$ cat src/rtl/mem_arb_pkg.sv
// rtl/mem_arb_pkg.sv - shared state encoding and master ids for the memory arbiter
package mem_arb_pkg;

    typedef enum logic [1:0] {
        IDLE     = 2'd0,
        WAIT_IFU = 2'd1,
        WAIT_LSU = 2'd2,
        RESP     = 2'd3
    } state_e;

    localparam logic MST_IFU = 1'b0;
    localparam logic MST_LSU = 1'b1;

    // On contention the master that was not granted last wins.
    function automatic logic rr_pick(input logic ifu_req, input logic lsu_req, input logic last_gnt);
        if (ifu_req && lsu_req) begin
            return (last_gnt == MST_LSU) ? MST_IFU : MST_LSU;
        end
        return lsu_req ? MST_LSU : MST_IFU;
    endfunction

endpackage

$ cat src/rtl/mem_arb_if.sv
// rtl/mem_arb_if.sv - request/response bundle between the two masters, the arbiter and memory
interface mem_arb_if #(
    parameter int DATA_W = 32,
    parameter int MASK_W = DATA_W / 8
);
    logic              ifu_reqValid;
    logic [DATA_W-1:0] ifu_addr;
    logic              ifu_respValid;
    logic [DATA_W-1:0] ifu_rdata;

    logic              lsu_reqValid;
    logic              lsu_wen;
    logic [DATA_W-1:0] lsu_addr;
    logic [DATA_W-1:0] lsu_wdata;
    logic [MASK_W-1:0] lsu_wbmask;
    logic              lsu_respValid;
    logic [DATA_W-1:0] lsu_rdata;

    logic              mem_reqValid;
    logic              mem_wen;
    logic [DATA_W-1:0] mem_addr;
    logic [DATA_W-1:0] mem_wdata;
    logic [MASK_W-1:0] mem_wbmask;
    logic              mem_respValid;
    logic [DATA_W-1:0] mem_rdata;

    // Environment side: both requesting masters plus the external memory.
    modport master (
        output ifu_reqValid, ifu_addr,
        input  ifu_respValid, ifu_rdata,
        output lsu_reqValid, lsu_wen, lsu_addr, lsu_wdata, lsu_wbmask,
        input  lsu_respValid, lsu_rdata,
        input  mem_reqValid, mem_wen, mem_addr, mem_wdata, mem_wbmask,
        output mem_respValid, mem_rdata
    );

    modport slave (
        input  ifu_reqValid, ifu_addr,
        output ifu_respValid, ifu_rdata,
        input  lsu_reqValid, lsu_wen, lsu_addr, lsu_wdata, lsu_wbmask,
        output lsu_respValid, lsu_rdata,
        output mem_reqValid, mem_wen, mem_addr, mem_wdata, mem_wbmask,
        input  mem_respValid, mem_rdata
    );
endinterface

$ cat src/rtl/mem_arb.sv
// rtl/mem_arb.sv - two-master round-robin arbiter onto a single memory port, one transaction in flight
module mem_arb
    import mem_arb_pkg::*;
#(
    parameter int DATA_W = 32,
    parameter int MASK_W = DATA_W / 8
) (
    input  logic     clock,
    input  logic     reset,
    mem_arb_if.slave bus,
    output logic     busy,
    output logic     err
);

    state_e            state_q, state_d;
    logic              last_gnt_q, last_gnt_d;
    logic              mreq_q, mreq_d;
    logic              mwen_q, mwen_d;
    logic [DATA_W-1:0] maddr_q, maddr_d;
    logic [DATA_W-1:0] mwdata_q, mwdata_d;
    logic [MASK_W-1:0] mmask_q, mmask_d;
    logic [DATA_W-1:0] ifu_rdata_q, ifu_rdata_d;
    logic [DATA_W-1:0] lsu_rdata_q, lsu_rdata_d;
    logic              err_q, err_d;
    logic              sel;

    // last_gnt_q doubles as the response target in RESP; reset value makes LSU win first.
    always_ff @(posedge clock or negedge reset) begin
        if (!reset) begin
            state_q     <= IDLE;
            last_gnt_q  <= MST_IFU;
            mreq_q      <= 1'b0;
            mwen_q      <= 1'b0;
            maddr_q     <= '0;
            mwdata_q    <= '0;
            mmask_q     <= '0;
            ifu_rdata_q <= '0;
            lsu_rdata_q <= '0;
            err_q       <= 1'b0;
        end else begin
            state_q     <= state_d;
            last_gnt_q  <= last_gnt_d;
            mreq_q      <= mreq_d;
            mwen_q      <= mwen_d;
            maddr_q     <= maddr_d;
            mwdata_q    <= mwdata_d;
            mmask_q     <= mmask_d;
            ifu_rdata_q <= ifu_rdata_d;
            lsu_rdata_q <= lsu_rdata_d;
            err_q       <= err_d;
        end
    end

    always_comb begin
        state_d     = state_q;
        last_gnt_d  = last_gnt_q;
        mreq_d      = 1'b0;
        mwen_d      = mwen_q;
        maddr_d     = maddr_q;
        mwdata_d    = mwdata_q;
        mmask_d     = mmask_q;
        ifu_rdata_d = ifu_rdata_q;
        lsu_rdata_d = lsu_rdata_q;
        err_d       = err_q;
        sel         = rr_pick(bus.ifu_reqValid, bus.lsu_reqValid, last_gnt_q);

        case (state_q)
            IDLE: begin
                if (bus.ifu_reqValid || bus.lsu_reqValid) begin
                    last_gnt_d = sel;
                    mreq_d     = 1'b1;
                    if (sel == MST_LSU) begin
                        state_d  = WAIT_LSU;
                        maddr_d  = bus.lsu_addr;
                        mwen_d   = bus.lsu_wen;
                        mwdata_d = bus.lsu_wdata;
                        mmask_d  = bus.lsu_wbmask;
                    end else begin
                        state_d  = WAIT_IFU;
                        maddr_d  = bus.ifu_addr;
                        mwen_d   = 1'b0;
                        mwdata_d = '0;
                        mmask_d  = '0;
                    end
                end
            end
            WAIT_IFU: begin
                if (bus.mem_respValid) begin
                    ifu_rdata_d = bus.mem_rdata;
                    state_d     = RESP;
                end
            end
            WAIT_LSU: begin
                if (bus.mem_respValid) begin
                    lsu_rdata_d = bus.mem_rdata;
                    state_d     = RESP;
                end
            end
            RESP:    state_d = IDLE;
            default: state_d = IDLE;
        endcase

        // A response with nothing outstanding is a protocol error on the memory side.
        if (bus.mem_respValid && (state_q == IDLE || state_q == RESP)) begin
            err_d = 1'b1;
        end
    end

    assign bus.mem_reqValid  = mreq_q;
    assign bus.mem_wen       = mwen_q;
    assign bus.mem_addr      = maddr_q;
    assign bus.mem_wdata     = mwdata_q;
    assign bus.mem_wbmask    = mmask_q;
    assign bus.ifu_rdata     = ifu_rdata_q;
    assign bus.lsu_rdata     = lsu_rdata_q;
    assign bus.ifu_respValid = (state_q == RESP) && (last_gnt_q == MST_IFU);
    assign bus.lsu_respValid = (state_q == RESP) && (last_gnt_q == MST_LSU);
    assign busy              = (state_q != IDLE);
    assign err               = err_q;

endmodule

$ cat src/flat_wrapper.sv
// flat-port wrapper written by rule: the top's interface ports become plain ports
module mem_arb_flat import mem_arb_pkg::*;
#(
    parameter int DATA_W = 32,
    parameter int MASK_W = DATA_W / 8
)
  (clock, reset, busy, err, bus_ifu_reqValid, bus_ifu_addr, bus_ifu_respValid, bus_ifu_rdata, bus_lsu_reqValid, bus_lsu_wen, bus_lsu_addr, bus_lsu_wdata, bus_lsu_wbmask, bus_lsu_respValid, bus_lsu_rdata, bus_mem_reqValid, bus_mem_wen, bus_mem_addr, bus_mem_wdata, bus_mem_wbmask, bus_mem_respValid, bus_mem_rdata);
  mem_arb_if #(.DATA_W(DATA_W), .MASK_W(MASK_W)) bus_i ();
  input  logic clock;
  input  logic reset;
  output logic busy;
  output logic err;
  input wire logic [$bits(bus_i.ifu_reqValid)-1:0] bus_ifu_reqValid;
  input wire logic [$bits(bus_i.ifu_addr)-1:0] bus_ifu_addr;
  output wire logic [$bits(bus_i.ifu_respValid)-1:0] bus_ifu_respValid;
  output wire logic [$bits(bus_i.ifu_rdata)-1:0] bus_ifu_rdata;
  input wire logic [$bits(bus_i.lsu_reqValid)-1:0] bus_lsu_reqValid;
  input wire logic [$bits(bus_i.lsu_wen)-1:0] bus_lsu_wen;
  input wire logic [$bits(bus_i.lsu_addr)-1:0] bus_lsu_addr;
  input wire logic [$bits(bus_i.lsu_wdata)-1:0] bus_lsu_wdata;
  input wire logic [$bits(bus_i.lsu_wbmask)-1:0] bus_lsu_wbmask;
  output wire logic [$bits(bus_i.lsu_respValid)-1:0] bus_lsu_respValid;
  output wire logic [$bits(bus_i.lsu_rdata)-1:0] bus_lsu_rdata;
  output wire logic [$bits(bus_i.mem_reqValid)-1:0] bus_mem_reqValid;
  output wire logic [$bits(bus_i.mem_wen)-1:0] bus_mem_wen;
  output wire logic [$bits(bus_i.mem_addr)-1:0] bus_mem_addr;
  output wire logic [$bits(bus_i.mem_wdata)-1:0] bus_mem_wdata;
  output wire logic [$bits(bus_i.mem_wbmask)-1:0] bus_mem_wbmask;
  input wire logic [$bits(bus_i.mem_respValid)-1:0] bus_mem_respValid;
  input wire logic [$bits(bus_i.mem_rdata)-1:0] bus_mem_rdata;
  assign bus_i.ifu_reqValid = bus_ifu_reqValid;
  assign bus_i.ifu_addr = bus_ifu_addr;
  assign bus_ifu_respValid = bus_i.ifu_respValid;
  assign bus_ifu_rdata = bus_i.ifu_rdata;
  assign bus_i.lsu_reqValid = bus_lsu_reqValid;
  assign bus_i.lsu_wen = bus_lsu_wen;
  assign bus_i.lsu_addr = bus_lsu_addr;
  assign bus_i.lsu_wdata = bus_lsu_wdata;
  assign bus_i.lsu_wbmask = bus_lsu_wbmask;
  assign bus_lsu_respValid = bus_i.lsu_respValid;
  assign bus_lsu_rdata = bus_i.lsu_rdata;
  assign bus_mem_reqValid = bus_i.mem_reqValid;
  assign bus_mem_wen = bus_i.mem_wen;
  assign bus_mem_addr = bus_i.mem_addr;
  assign bus_mem_wdata = bus_i.mem_wdata;
  assign bus_mem_wbmask = bus_i.mem_wbmask;
  assign bus_i.mem_respValid = bus_mem_respValid;
  assign bus_i.mem_rdata = bus_mem_rdata;
  mem_arb #(.DATA_W(DATA_W), .MASK_W(MASK_W)) u_core (.clock(clock), .reset(reset), .bus(bus_i), .busy(busy), .err(err));
endmodule
$ cat config.mk
export PLATFORM = sky130hd
export DESIGN_NAME = mem_arb_flat
export DESIGN_NICKNAME = d
export VERILOG_FILES = /design/src/rtl/mem_arb_pkg.sv /design/src/rtl/mem_arb_if.sv /design/src/rtl/mem_arb.sv /design/src/flat_wrapper.sv
export SDC_FILE = /design/constraint.sdc
export NUM_CORES = 1
export LEC_CHECK = 0
export BUFFER_PORTS_ARGS = -buffer_cell sky130_fd_sc_hd__buf_2
export CAP_MARGIN = 20
export CORE_UTILIZATION = 46
export CTS_CLUSTER_DIAMETER = 60
export DETAILED_ROUTE_END_ITERATION = 10
export HOLD_SLACK_MARGIN = 0.03
export PLACE_DENSITY = 0.81
export SYNTH_ARGS = -nofsm -noshare
export SYNTH_HDL_FRONTEND = slang
export SYNTH_SLANG_ARGS = --single-unit
$ cat constraint.sdc
create_clock -name clock -period 1.8 [get_ports clock]
set_input_delay 0.45 -clock clock [delete_from_list [all_inputs] [get_ports clock]]
set_output_delay 0.45 -clock clock [all_outputs]
set_load 0.02 [all_outputs]
* Word level (Yosys, flattened, before mapping)
Index checks and enable logic that the tools add are counted.
** Cells by class
- Reduce and logical (&&, ||, !) cells :: 13
- Bitwise gates (word level) :: 1
- Eq/ne operators :: 5
- Muxes and demuxes :: 15
** Operator list (count)
- 32-bit 2-to-1 mux :: 2
- 1-bit 2-to-1 mux :: 8
- 2-bit AND reduction :: 4
- 2-bit 2-to-1 mux :: 3
- 2-bit one-hot mux with 3 select lines :: 1
- 2-bit == test, second input constant :: 2
- 1-bit logical AND :: 4
- 4-bit 2-to-1 mux :: 1
- 2-bit by 1-bit != test with 1-bit output, second input constant :: 2
- 2-bit by 1-bit == test with 1-bit output, second input constant :: 1
- 2-bit logical NOT :: 1
- 1-bit logical OR :: 2
- 2-bit nonzero test :: 1
- 2-bit OR reduction :: 1
- 1-bit inverter :: 1
** Word-level totals
- Output and inout bits :: 138
- Word-level logic and storage cells :: 44
- Bits of input ports :: 138
- Flip-flop bits (word level) :: 138

* Logic depth before layout (Yosys ltp)
Gate-level depths: netlist (run 1).
- Depth in word-level cells :: 6
- Depth in mapped cells :: 8

* Worst setup path before layout (run 1)
No wires, ideal clock.
- Path kind :: register to register
- Start point :: reg u_core.state_q[0]
- End point :: reg u_core.mmask_q[0] (netlist: u_core.bus.mem_wbmask[0])
- Data required time :: 1679 ps
- Period minus slack after synthesis :: 1629 ps
- Stages on the path, launching flop included :: 9
- Slack :: 171 ps
- Arrival time :: 1508 ps
- Buffers on the path :: 3
- Path through :: dfrtp_1 inv_1 ha_1 clkbuf_2 inv_1 nor2_8 buf_6 buf_8 a22o_1
** Between the ends
- Cells in the longest elaborated chain, start to end :: 2
** Ends and longest elaborated chain
- start: declaration :: RTL line mem_arb.sv:15 : state_e state_q, state_d;
- start signal: assignment :: RTL line mem_arb.sv:41 : state_q <= state_d;
- 2-bit logical NOT :: RTL line mem_arb.sv:67 : case (state_q)
- 2-bit AND reduction (no line)
- end signal: assignment :: RTL line mem_arb.sv:47 : mmask_q <= mmask_d;
- end: declaration :: RTL line mem_arb.sv:21 : logic [MASK_W-1:0] mmask_q, mmask_d;
Every way passes these cells.
A chain may end at the register's enable or synchronous reset.

* Worst setup path after layout (run 1)
- Start point :: reg u_core.state_q[0]
- End point :: out bus_ifu_respValid
** Between the ends
- Cells in the longest elaborated chain, start to end :: 2
** Ends and longest elaborated chain
- 2-bit == test :: RTL line mem_arb.sv:116 : assign bus.ifu_respValid = (state_q == RESP) && (last_gnt_q == MST_IFU);
- 1-bit logical AND :: RTL line mem_arb.sv:116
- end: declaration :: RTL line flat_wrapper.sv:15 : output wire logic [$bits(bus_i.ifu_respValid)-1:0] bus_ifu_respValid;
Every way passes these cells.

==> impl_metrics.env, run 1 <==
export IMPL_mostFrequentLayoutCell="buf_2"
export IMPL_drc=0
export IMPL_dp_hpwl_um=10100
export IMPL_syn_avg_cell_area_um2=12.7
export IMPL_whs_ps=258
export IMPL_crit_arrival_ps=1300
export IMPL_grt_max_degree=53
export IMPL_cp_start_kind="flop"
export IMPL_die_y_um=111
export IMPL_power_leakage_uw=0.00397
export IMPL_yosysSeqAreaShare_pct=63.3
export IMPL_critPathMaxStageDelay_ps=420
export IMPL_hp_class="in2reg"
export IMPL_max_freq_mhz=572
export IMPL_drv_cap=0
export IMPL_period_needed_ps=1750
export IMPL_cts_tree="yes"
export IMPL_cp_end_kind="output port"
export IMPL_die_w_um=111
export IMPL_dieArea_um2=12300
export IMPL_yosysTopAreaCell="dfrtp_1"
export IMPL_first_iter_violations=251
export IMPL_final_cell_count_no_fill=867
export IMPL_synth_nets=570
export IMPL_cts_root_buffer="clkbuf_16"
export IMPL_vias=4507
export IMPL_antennaDiodeCount=0
export IMPL_ioPinCount=276
export IMPL_fin_ws_ps=53.0
export IMPL_cp_slowest_cell="dfrtp_1"
export IMPL_synth_area_leaders="dfrtp_1, mux2_2, a21oi_1"
export IMPL_gp_congestion=0.865
export IMPL_drtPass1Iterations=5
export IMPL_synth_compound_area_share_pct=13.3
export IMPL_area_growth_pct=41.8
export IMPL_cp_top_family="flip-flops"
export IMPL_status="finished, final reports clean"
export IMPL_synthCells=428
export IMPL_finalCritPeriodShare_pct=97.1
export IMPL_finClkSkew_ps=8.13
export IMPL_dp_cells=832
export IMPL_synth_fa_ha_area_share_pct=0.918
export IMPL_ys_warnings_count=0
export IMPL_grt_overflow_total=0
export IMPL_clockBufferDepth=2
export IMPL_detail_route_vias_per_cell=5.20
export IMPL_slew_headroom_pct=72.3
export IMPL_dp_slack_ps=97.7
export IMPL_drive_gt1_share_pct=54.7
export IMPL_grt_pass1_vias=4725
export IMPL_finalMaxSlewViolations=0
export IMPL_rows=39
export IMPL_rr_worst_depth=5
export IMPL_drt_total_wl_um=14000
export IMPL_path_max_fanout=4
export IMPL_cts_max_level=4
export IMPL_rsz0062_at_grt="no"
export IMPL_synth_area_um2=5450
export IMPL_synth_top_family_by_area="compound AO/OA/AOI/OAI gates"
export IMPL_final_hold_viol_count=0
export IMPL_grtUsageTotal_pct=23.8
export IMPL_port_buffers=275
export IMPL_yosysUniqueCellTypes=25
export IMPL_worstMarginPinSlew_ps=415
export IMPL_muxShareOfSynthArea_pct=13.2
export IMPL_nets=853
export IMPL_core_area_um2=11500
export IMPL_finalSetupViolCount=0
export IMPL_start_util_pct=47.5
export IMPL_cp_num_buf_inv=1
export IMPL_grt_pass1_wl_um=22900
export IMPL_crit_required_ps=1350
export IMPL_netlist_area_leader_share_pct=63.3
export IMPL_synthXorXnorAreaFrac_pct=0
export IMPL_ys_ff_latch=138
export IMPL_power_density_nw_per_um2=2080
export IMPL_synth_simple_gate_area_share_pct=5.78
export IMPL_final_util_pct=67.4
export IMPL_vdd_drop_max_v=0.00144
export IMPL_cp_depth=3
export IMPL_hold_depth=2
export IMPL_layout_common_cells="buf_2, dfrtp_1, a21oi_1"
export IMPL_crit_type="reg2out"
export IMPL_ant_nets=0
export IMPL_insertion_delay_ps=410
export IMPL_antenna_found_initial=1
export IMPL_wl_per_cell_um=16.1
export IMPL_cts_sinks=138
export IMPL_cts_made_buffers=17
export IMPL_path_clk_slew_ps=60
export IMPL_crit_path_cell_trace="ha_2, nor2b_4, buf_4"
## cell families after synthesis
kind of cell | after synthesis
muxes | 64
adders and majority gates | 4
AOI/OAI and AO/OA | 111
and+or+nand+nor | 77
DFF | 138
buffers and inverters | 34
## layer usage
layer / routed length [um] / GRT usage, %
met1: 5630 / 28.2
met2: 7220 / 41.6
met3: 954 / 6.56
met4: 174 / 7.73
met5: 13 / 0
## worst register-to-register path: cells and delay by family (launching register included)
kind | cells | cell delay, ps
DFF | 1 | 420
muxes | 1 | 380
and+or+nand+nor | 1 | 100
adders and majority gates | 1 | 180
buffers and inverters | 2 | 370
## where the power goes
group	leakage [uW]	switching, uW	total (uW)	internal (uW)
Combinational	0.00202	4160	7050	2900
Clock	0.000292	1260	3500	2240
Sequential	0.00165	850	5510	4660
Total	0.00397	6270	16100	9800
## path summary, 6_finish.rpt
path,start,end,slack (ps)
min in group asynchronous,reset,u_core.bus.ifu_rdata[22],540
worst min-delay path,bus_lsu_wdata[19],u_core.bus.mem_wdata[19],260
worst min register to register,u_core.err,u_core.err,460
worst max register to register,u_core.state_q[0],u_core.bus.ifu_rdata[12],240
max in group asynchronous,reset,u_core.bus.lsu_rdata[13],720
worst max-delay path,u_core.state_q[0],bus_ifu_respValid,50
## metrics by stage
stage / setup TNS, ps / power [uW] / area (um2)
2_1_floorplan: 0 / 9910 / 5450
3_3_place_gp: 0 / 12200 / 7060
3_5_place_dp: 0 / 12500 / 7060
4_1_cts: -4.79 / 16200 / 7700
5_1_grt: 0 / 17000 / 7730
6_report: 0 / 16100 / 7730
## flip-flops by register name, indices dropped and copies added, names as in the netlist
name	count
u_core.bus.ifu_rdata	32
u_core.bus.lsu_rdata	32
u_core.bus.mem_addr	32
u_core.bus.mem_reqValid	1
u_core.bus.mem_wbmask	4
u_core.bus.mem_wdata	32
u_core.bus.mem_wen	1
u_core.err	1
u_core.last_gnt_q	1
u_core.state_q	2
## synthesized netlist by cell type, drive strengths merged
master,count
nor2,37
nor3,2
o21ai,2
a32o,2
ha,4
nand2,35
a21oi,65
mux2,64
a211oi,1
a21boi,1
a21bo,1
a22o,37
dfrtp,138
clkbuf,9
buf,19
and2,1
nor2b,2
inv,6
a21o,2
## final cells by class
| cell class | instances | area, um2 |
|---|---|---|
| Clock inverter | 12 | 146 |
| Timing Repair Buffer | 292 | 1630 |
| Clock buffer | 20 | 457 |
| Sequential cell | 138 | 3450 |
| Multi-Input combinational cell | 256 | 1840 |
| Tap cell | 143 | 179 |
| Fill cell | 825 | 3740 |
| Inverter | 6 | 25.0 |
## timing repair
item                                    in CTS  in global routing
endpoints found under the setup margin       1                  3
resized for setup                            8                  5
buffers inserted                             1                  1
hold buffers                                 1                  0
pin swaps                                    1                  0
hold endpoints to repair                    37                  0
No activity file was read; power rests on OpenSTA's default activity.
==> run 2: changes to the inputs <==
- BUFFER_PORTS_ARGS: -buffer_cell sky130_fd_sc_hd__buf_2 -> -buffer_cell sky130_fd_sc_hd__clkbuf_2
==> impl_metrics.env, run 2 (synthesized netlist as in run 1, its figures left out) <==
export IMPL_cp_start_kind="flop"
export IMPL_fin_tns_setup_ps=0
export IMPL_wl_per_cell_um=16.0
export IMPL_finalMaxSlewViolations=0
export IMPL_cts_made_buffers=17
export IMPL_finalSetupViolCount=0
export IMPL_rr_worst_depth=6
export IMPL_cp_top_family="flip-flops"
export IMPL_start_util_pct=47.5
export IMPL_finClkSkew_ps=5.62
export IMPL_grt_overflow_total=0
export IMPL_cts_sinks=138
export IMPL_drv_cap=0
export IMPL_core_area_um2=11500
export IMPL_antennaDiodeCount=0
export IMPL_drive_gt1_share_pct=54.3
export IMPL_min_to="u_core.bus.mem_addr[15]"
export IMPL_antenna_found_initial=1
export IMPL_max_freq_mhz=568
export IMPL_crit_required_ps=1350
export IMPL_p_int_uw=9710
export IMPL_final_cell_count_no_fill=865
export IMPL_dp_hpwl_um=10000
export IMPL_status="finished, final reports clean"
export IMPL_power_leakage_uw=0.00400
export IMPL_port_buffers=275
export IMPL_cp_end_kind="output port"
export IMPL_cp_num_buf_inv=3
export IMPL_path_max_fanout=3
export IMPL_dp_cells=831
export IMPL_drt_total_wl_um=13800
export IMPL_switching_share_pct=39.4
export IMPL_seqPwrFrac_pct=34.8
export IMPL_slew_headroom_pct=72.5
export IMPL_grtUsageTotal_pct=23.5
export IMPL_place_area_um2=7070
export IMPL_critPathMaxStageDelay_ps=400
export IMPL_whs_ps=255
export IMPL_first_iter_violations=299
export IMPL_rows=39
export IMPL_vias=4435
export IMPL_drtPass1Iterations=7
export IMPL_power_density_nw_per_um2=2080
export IMPL_cts_tree="yes"
export IMPL_cp_slowest_cell="dfrtp_1"
export IMPL_clock_power_share_pct=21.2
export IMPL_num_fill_cells=834
export IMPL_insertion_delay_ps=400
export IMPL_r2r_slack_ps=130
export IMPL_grt_pass1_wl_um=22800
export IMPL_detail_route_vias_per_cell=5.13
export IMPL_drc=0
export IMPL_nets=854
export IMPL_p_sw_uw=6300
export IMPL_hp_class="in2reg"
export IMPL_ant_nets=0
export IMPL_cts_max_level=4
export IMPL_clockBufferDepth=2
export IMPL_crit_path_cell_trace="inv_2, ha_4, inv_2, buf_4"
export IMPL_vdd_drop_max_v=0.00117
export IMPL_hold_depth=3
export IMPL_hp_start="bus_ifu_addr[15]"
export IMPL_crit_type="reg2out"
export IMPL_final_hold_viol_count=0
export IMPL_final_util_pct=67.1
export IMPL_dieArea_um2=12300
export IMPL_die_w_um=111
export IMPL_ioPinCount=276
export IMPL_combPwrFrac_pct=44.0
export IMPL_finalCritPeriodShare_pct=97.8
export IMPL_worstMarginPinSlew_ps=413
export IMPL_die_y_um=111
export IMPL_gp_congestion=0.881
export IMPL_grt_pass1_vias=4711
export IMPL_crit_arrival_ps=1310
export IMPL_mostFrequentLayoutCell="clkbuf_2"
export IMPL_path_clk_slew_ps=60
export IMPL_fin_area_um2=7700
export IMPL_grt_max_degree=53
export IMPL_r2r_end="u_core.bus.lsu_rdata[3]"
export IMPL_period_needed_ps=1760
export IMPL_timing_rr_start="u_core.state_q[1]"
export IMPL_layout_common_cells="clkbuf_2, dfrtp_1, a21oi_1"
export IMPL_cts_root_buffer="clkbuf_16"
export IMPL_critPathMostFrequentCell="inv_2"
export IMPL_area_growth_pct=41.2
run 2: power groups by stage:
stage | logic, uW | clock network (uW) | registers [uW]
finish | 7050 | 3400 | 5560
global route | 7560 | 3610 | 5750
CTS | 7070 | 3470 | 5560
detailed placement | 6960 | 0 | 5570
global placement | 6750 | 0 | 5490
floorplan | 2600 | 0 | 7320
run 2: worst max path at each step:
stage / from / end / slack (ps) / cells after the start
floorplan: u_core.state_q[0] / u_core.bus.mem_wbmask[0] / 170 / 8
global placement: u_core.state_q[0] / busy / 180 / 4
detailed placement: u_core.state_q[0] / busy / 100 / 4
CTS: u_core.state_q[0] / busy / 20 / 4
global route: u_core.state_q[0] / busy / -4 / 4
finish: u_core.state_q[0] / busy / 40 / 4
run 2: worst reg2reg max path, delay by kind of cell, from the launching register on:
| kind | cells | cell delay, ps |
|---|---|---|
| adders and majority gates | 1 | 160 |
| and+or+nand+nor | 1 | 110 |
| muxes | 1 | 390 |
| DFF | 1 | 400 |
| buffers and inverters | 3 | 490 |
run 2: layout make-up:
class                      count  area, um2  area share (%)
clock buffer                  20        447            5.80
clock inverter                 9        125            1.62
inverter                       6       22.5           0.292
multi-input combinational    256       1840            23.8
sequential                   138       3450            44.8
tap                          143        179            2.32
timing repair buffer         293       1640            21.3
run 2: timing repair:
action / CTS / global route
setup buffers: 3 / 1
pin swaps: 1 / 0
setup endpoints to repair: 1 / 3
hold endpoints to repair: 37 / 0
gates resized for setup: 6 / 4
hold buffers: 1 / 0
run 2: per-stage QoR:
stage | power, uW | setup WS, ps
after floorplan | 9910 | 171
after global placement | 12200 | 175
after detailed placement | 12500 | 103
after CTS | 16100 | 20.6
after global routing | 16900 | -4.41
final | 16000 | 39.9
run 2: layer usage:
layer | track usage [%] | share of wire, % | vias up
met3 | 6.01 | 6.4 | 18
li1 | - | - | 2068
met4 | 7.82 | 1.1 | 2
met1 | 28.6 | 41 | 2139
met5 | 0 | 0.13 | -
met2 | 40.7 | 52 | 208
==> run 3: changes to the inputs <==
- ABC_AREA: not set -> 1
- PLACE_DENSITY: 0.81 -> 0.87
- SKIP_CTS_REPAIR_TIMING: not set -> 1
==> impl_metrics.env, run 3 <==
export IMPL_status="finished, final reports clean"
export IMPL_gp_congestion=0.827
export IMPL_hp_start="bus_lsu_wen"
export IMPL_detail_route_vias_per_cell=4.80
export IMPL_start_util_pct=47.7
export IMPL_cp_num_buf_inv=2
export IMPL_max_freq_mhz=563
export IMPL_hp_class="in2reg"
export IMPL_die_w_um=114
export IMPL_mostFrequentLayoutCell="nand2_1"
export IMPL_area_growth_pct=39.4
export IMPL_core_area_um2=12200
export IMPL_r2r_slack_ps=300
export IMPL_yosysTopAreaCell="dfrtp_1"
export IMPL_cp_top_family="flip-flops"
export IMPL_grt_overflow_total=0
export IMPL_fin_total_pwr_uw=15500
export IMPL_syn_avg_cell_area_um2=8.59
export IMPL_drive_gt1_share_pct=34.5
export IMPL_synthCells=675
export IMPL_rsz0062_at_grt="yes"
export IMPL_vias=5419
export IMPL_finalMaxSlewViolations=0
export IMPL_ys_flop_type="dfrtp_1"
export IMPL_synth_edf_count=0
export IMPL_synth_most_common_cell="nand2_1"
export IMPL_wl_per_cell_um=13.4
export IMPL_worstMarginPinSlew_ps=356
export IMPL_dp_hpwl_um=10800
export IMPL_cts_max_level=4
export IMPL_drt_total_wl_um=15200
export IMPL_grt_max_degree=71
export IMPL_yosysUniqueCellTypes=16
export IMPL_cp_start_kind="flop"
export IMPL_rows=40
export IMPL_synth_top_cells_by_count="nand2_1, dfrtp_1, inv_1, o21ai_0, nand3_1"
export IMPL_path_max_fanout=4
export IMPL_crit_type="reg2out"
export IMPL_ant_nets=0
export IMPL_rr_worst_depth=7
export IMPL_synth_nets=817
export IMPL_cp_end_kind="output port"
export IMPL_port_buffers=275
export IMPL_cp_slowest_cell="dfrtp_1"
export IMPL_crit_path_start="u_core.state_q[0]"
export IMPL_nets=1092
export IMPL_path_clk_slew_ps=60
export IMPL_ioPinCount=276
export IMPL_drv_cap=0
export IMPL_netlist_area_leader_share_pct=59.5
export IMPL_grtUsageTotal_pct=23.3
export IMPL_synth_area_leaders="dfrtp_1, nand2_1, o21ai_0"
export IMPL_first_iter_violations=330
export IMPL_final_hold_viol_count=0
export IMPL_drtPass1Iterations=5
export IMPL_cts_made_buffers=17
export IMPL_crit_required_ps=1350
export IMPL_ys_ff_latch=138
export IMPL_cts_root_buffer="clkbuf_16"
export IMPL_cp_depth=4
export IMPL_ys_warnings_count=0
export IMPL_period_needed_ps=1780
export IMPL_synthArstFlopShare_pct=100
export IMPL_antennaDiodeCount=0
export IMPL_critPathMaxStageDelay_ps=410
export IMPL_timing_rr_start="u_core.state_q[0]"
export IMPL_clockBufferDepth=2
export IMPL_die_y_um=114
export IMPL_dp_slack_ps=243
export IMPL_cts_sinks=138
export IMPL_place_area_um2=7430
export IMPL_endpoint="bus_ifu_respValid"
export IMPL_num_fill_cells=980
export IMPL_crit_arrival_ps=1330
export IMPL_fin_ws_ps=24.2
export IMPL_drc=0
export IMPL_r2r_end="u_core.bus.mem_addr[13]"
export IMPL_crit_path_cell_trace="ha_2, inv_2, nor2_4, buf_6"
export IMPL_finClkSkew_ps=5.43
export IMPL_dieArea_um2=13100
export IMPL_synth_area_um2=5800
export IMPL_antenna_found_initial=0
export IMPL_vdd_drop_max_v=0.00106
export IMPL_layout_common_cells="nand2_1, clkbuf_2, dfrtp_1"
export IMPL_fin_area_um2=8080
export IMPL_finalSetupViolCount=0
export IMPL_power_density_nw_per_um2=1910
export IMPL_power_leakage_uw=0.00475
export IMPL_grt_pass1_vias=5040
export IMPL_insertion_delay_ps=410
export IMPL_yosysSeqAreaShare_pct=59.5
export IMPL_cts_tree="yes"
export IMPL_finalCritPeriodShare_pct=98.7
export IMPL_slew_headroom_pct=76.3
export IMPL_grt_pass1_wl_um=23500
==> run 3: cell count changes in the layout (fill, tap and decap cells not counted), sizes merged, moves of 37 or more <==
cell / change
inv: +67
nand2: +255
a21oi: -64
o21ai: +62
a22o: -37
mux2: -64
==> run 3: worst reg2reg max path: cells and delay by family, from the launching register on <==
family / cells / cell delay (ps)
fa+ha+maj: 1 / 160
flops: 1 / 420
buf+inv: 3 / 500
simple gates: 3 / 350
==> run 3: layer usage <==
| metal | GRT usage [%] | up-vias | share of wire, % |
|---|---|---|---|
| met2 | 39.2 | 269 | 49 |
| met4 | 10.2 | 0 | 2.1 |
| li1 | - | 2626 | - |
| met3 | 6.88 | 28 | 8.0 |
| met5 | 0 | - | 0 |
| met1 | 27.8 | 2496 | 41 |
==> run 3: where the power goes <==
part	switching [uW]	internal, uW	total (uW)	leakage, uW
Combinational	4360	2170	6530	0.00273
Clock	1230	2250	3480	0.000291
Sequential	874	4590	5460	0.00173
==> run 3: cell type report <==
type | count | area, um2 | share of cell area (%)
flip-flops and latches | 138 | 3450 | 42.7
multi-input cells | 429 | 1930 | 23.9
repair buffers | 291 | 1610 | 19.9
clock buffers | 25 | 515 | 6.38
inverters | 73 | 274 | 3.39
well taps | 168 | 210 | 2.60
clock inverters | 6 | 85.1 | 1.05
==> run 3: worst min-delay path by stage <==
stage                     cells after the start  slack (ps)                        to
final                                         3         240        u_core.bus.mem_wen
after global routing                          3         230  u_core.bus.mem_wdata[16]
after CTS                                     1        -100   u_core.bus.ifu_rdata[0]
after detailed placement                      1         340   u_core.bus.ifu_rdata[0]
after global placement                        1         340   u_core.bus.lsu_rdata[0]
after floorplan                               0         150   u_core.bus.ifu_rdata[0]
==> run 3: cells by family (layout without fill, tap and decap cells) <==
family                   Yosys count  in the layout  synth area share, %
AO/OA/AOI/OAI                     66             66                 5.74
adder cells (fa/ha/maj)            4              4                0.863
buffers and inverters            108            395                 7.57
flip-flops                       138            138                 59.5
AND/OR/NAND/NOR                  359            359                 26.3
==> run 3: per-stage QoR <==
stage               hold WS (ps)  setup TNS (ps)  instances  util, %
finish                       236               0       1130     66.5
CTS                         -104            -185       1129     66.0
detailed placement           340               0       1098     61.1
global route                 228           -25.1       1130     66.5
global placement             340               0       1098     61.1
floorplan                    154               0        675        -
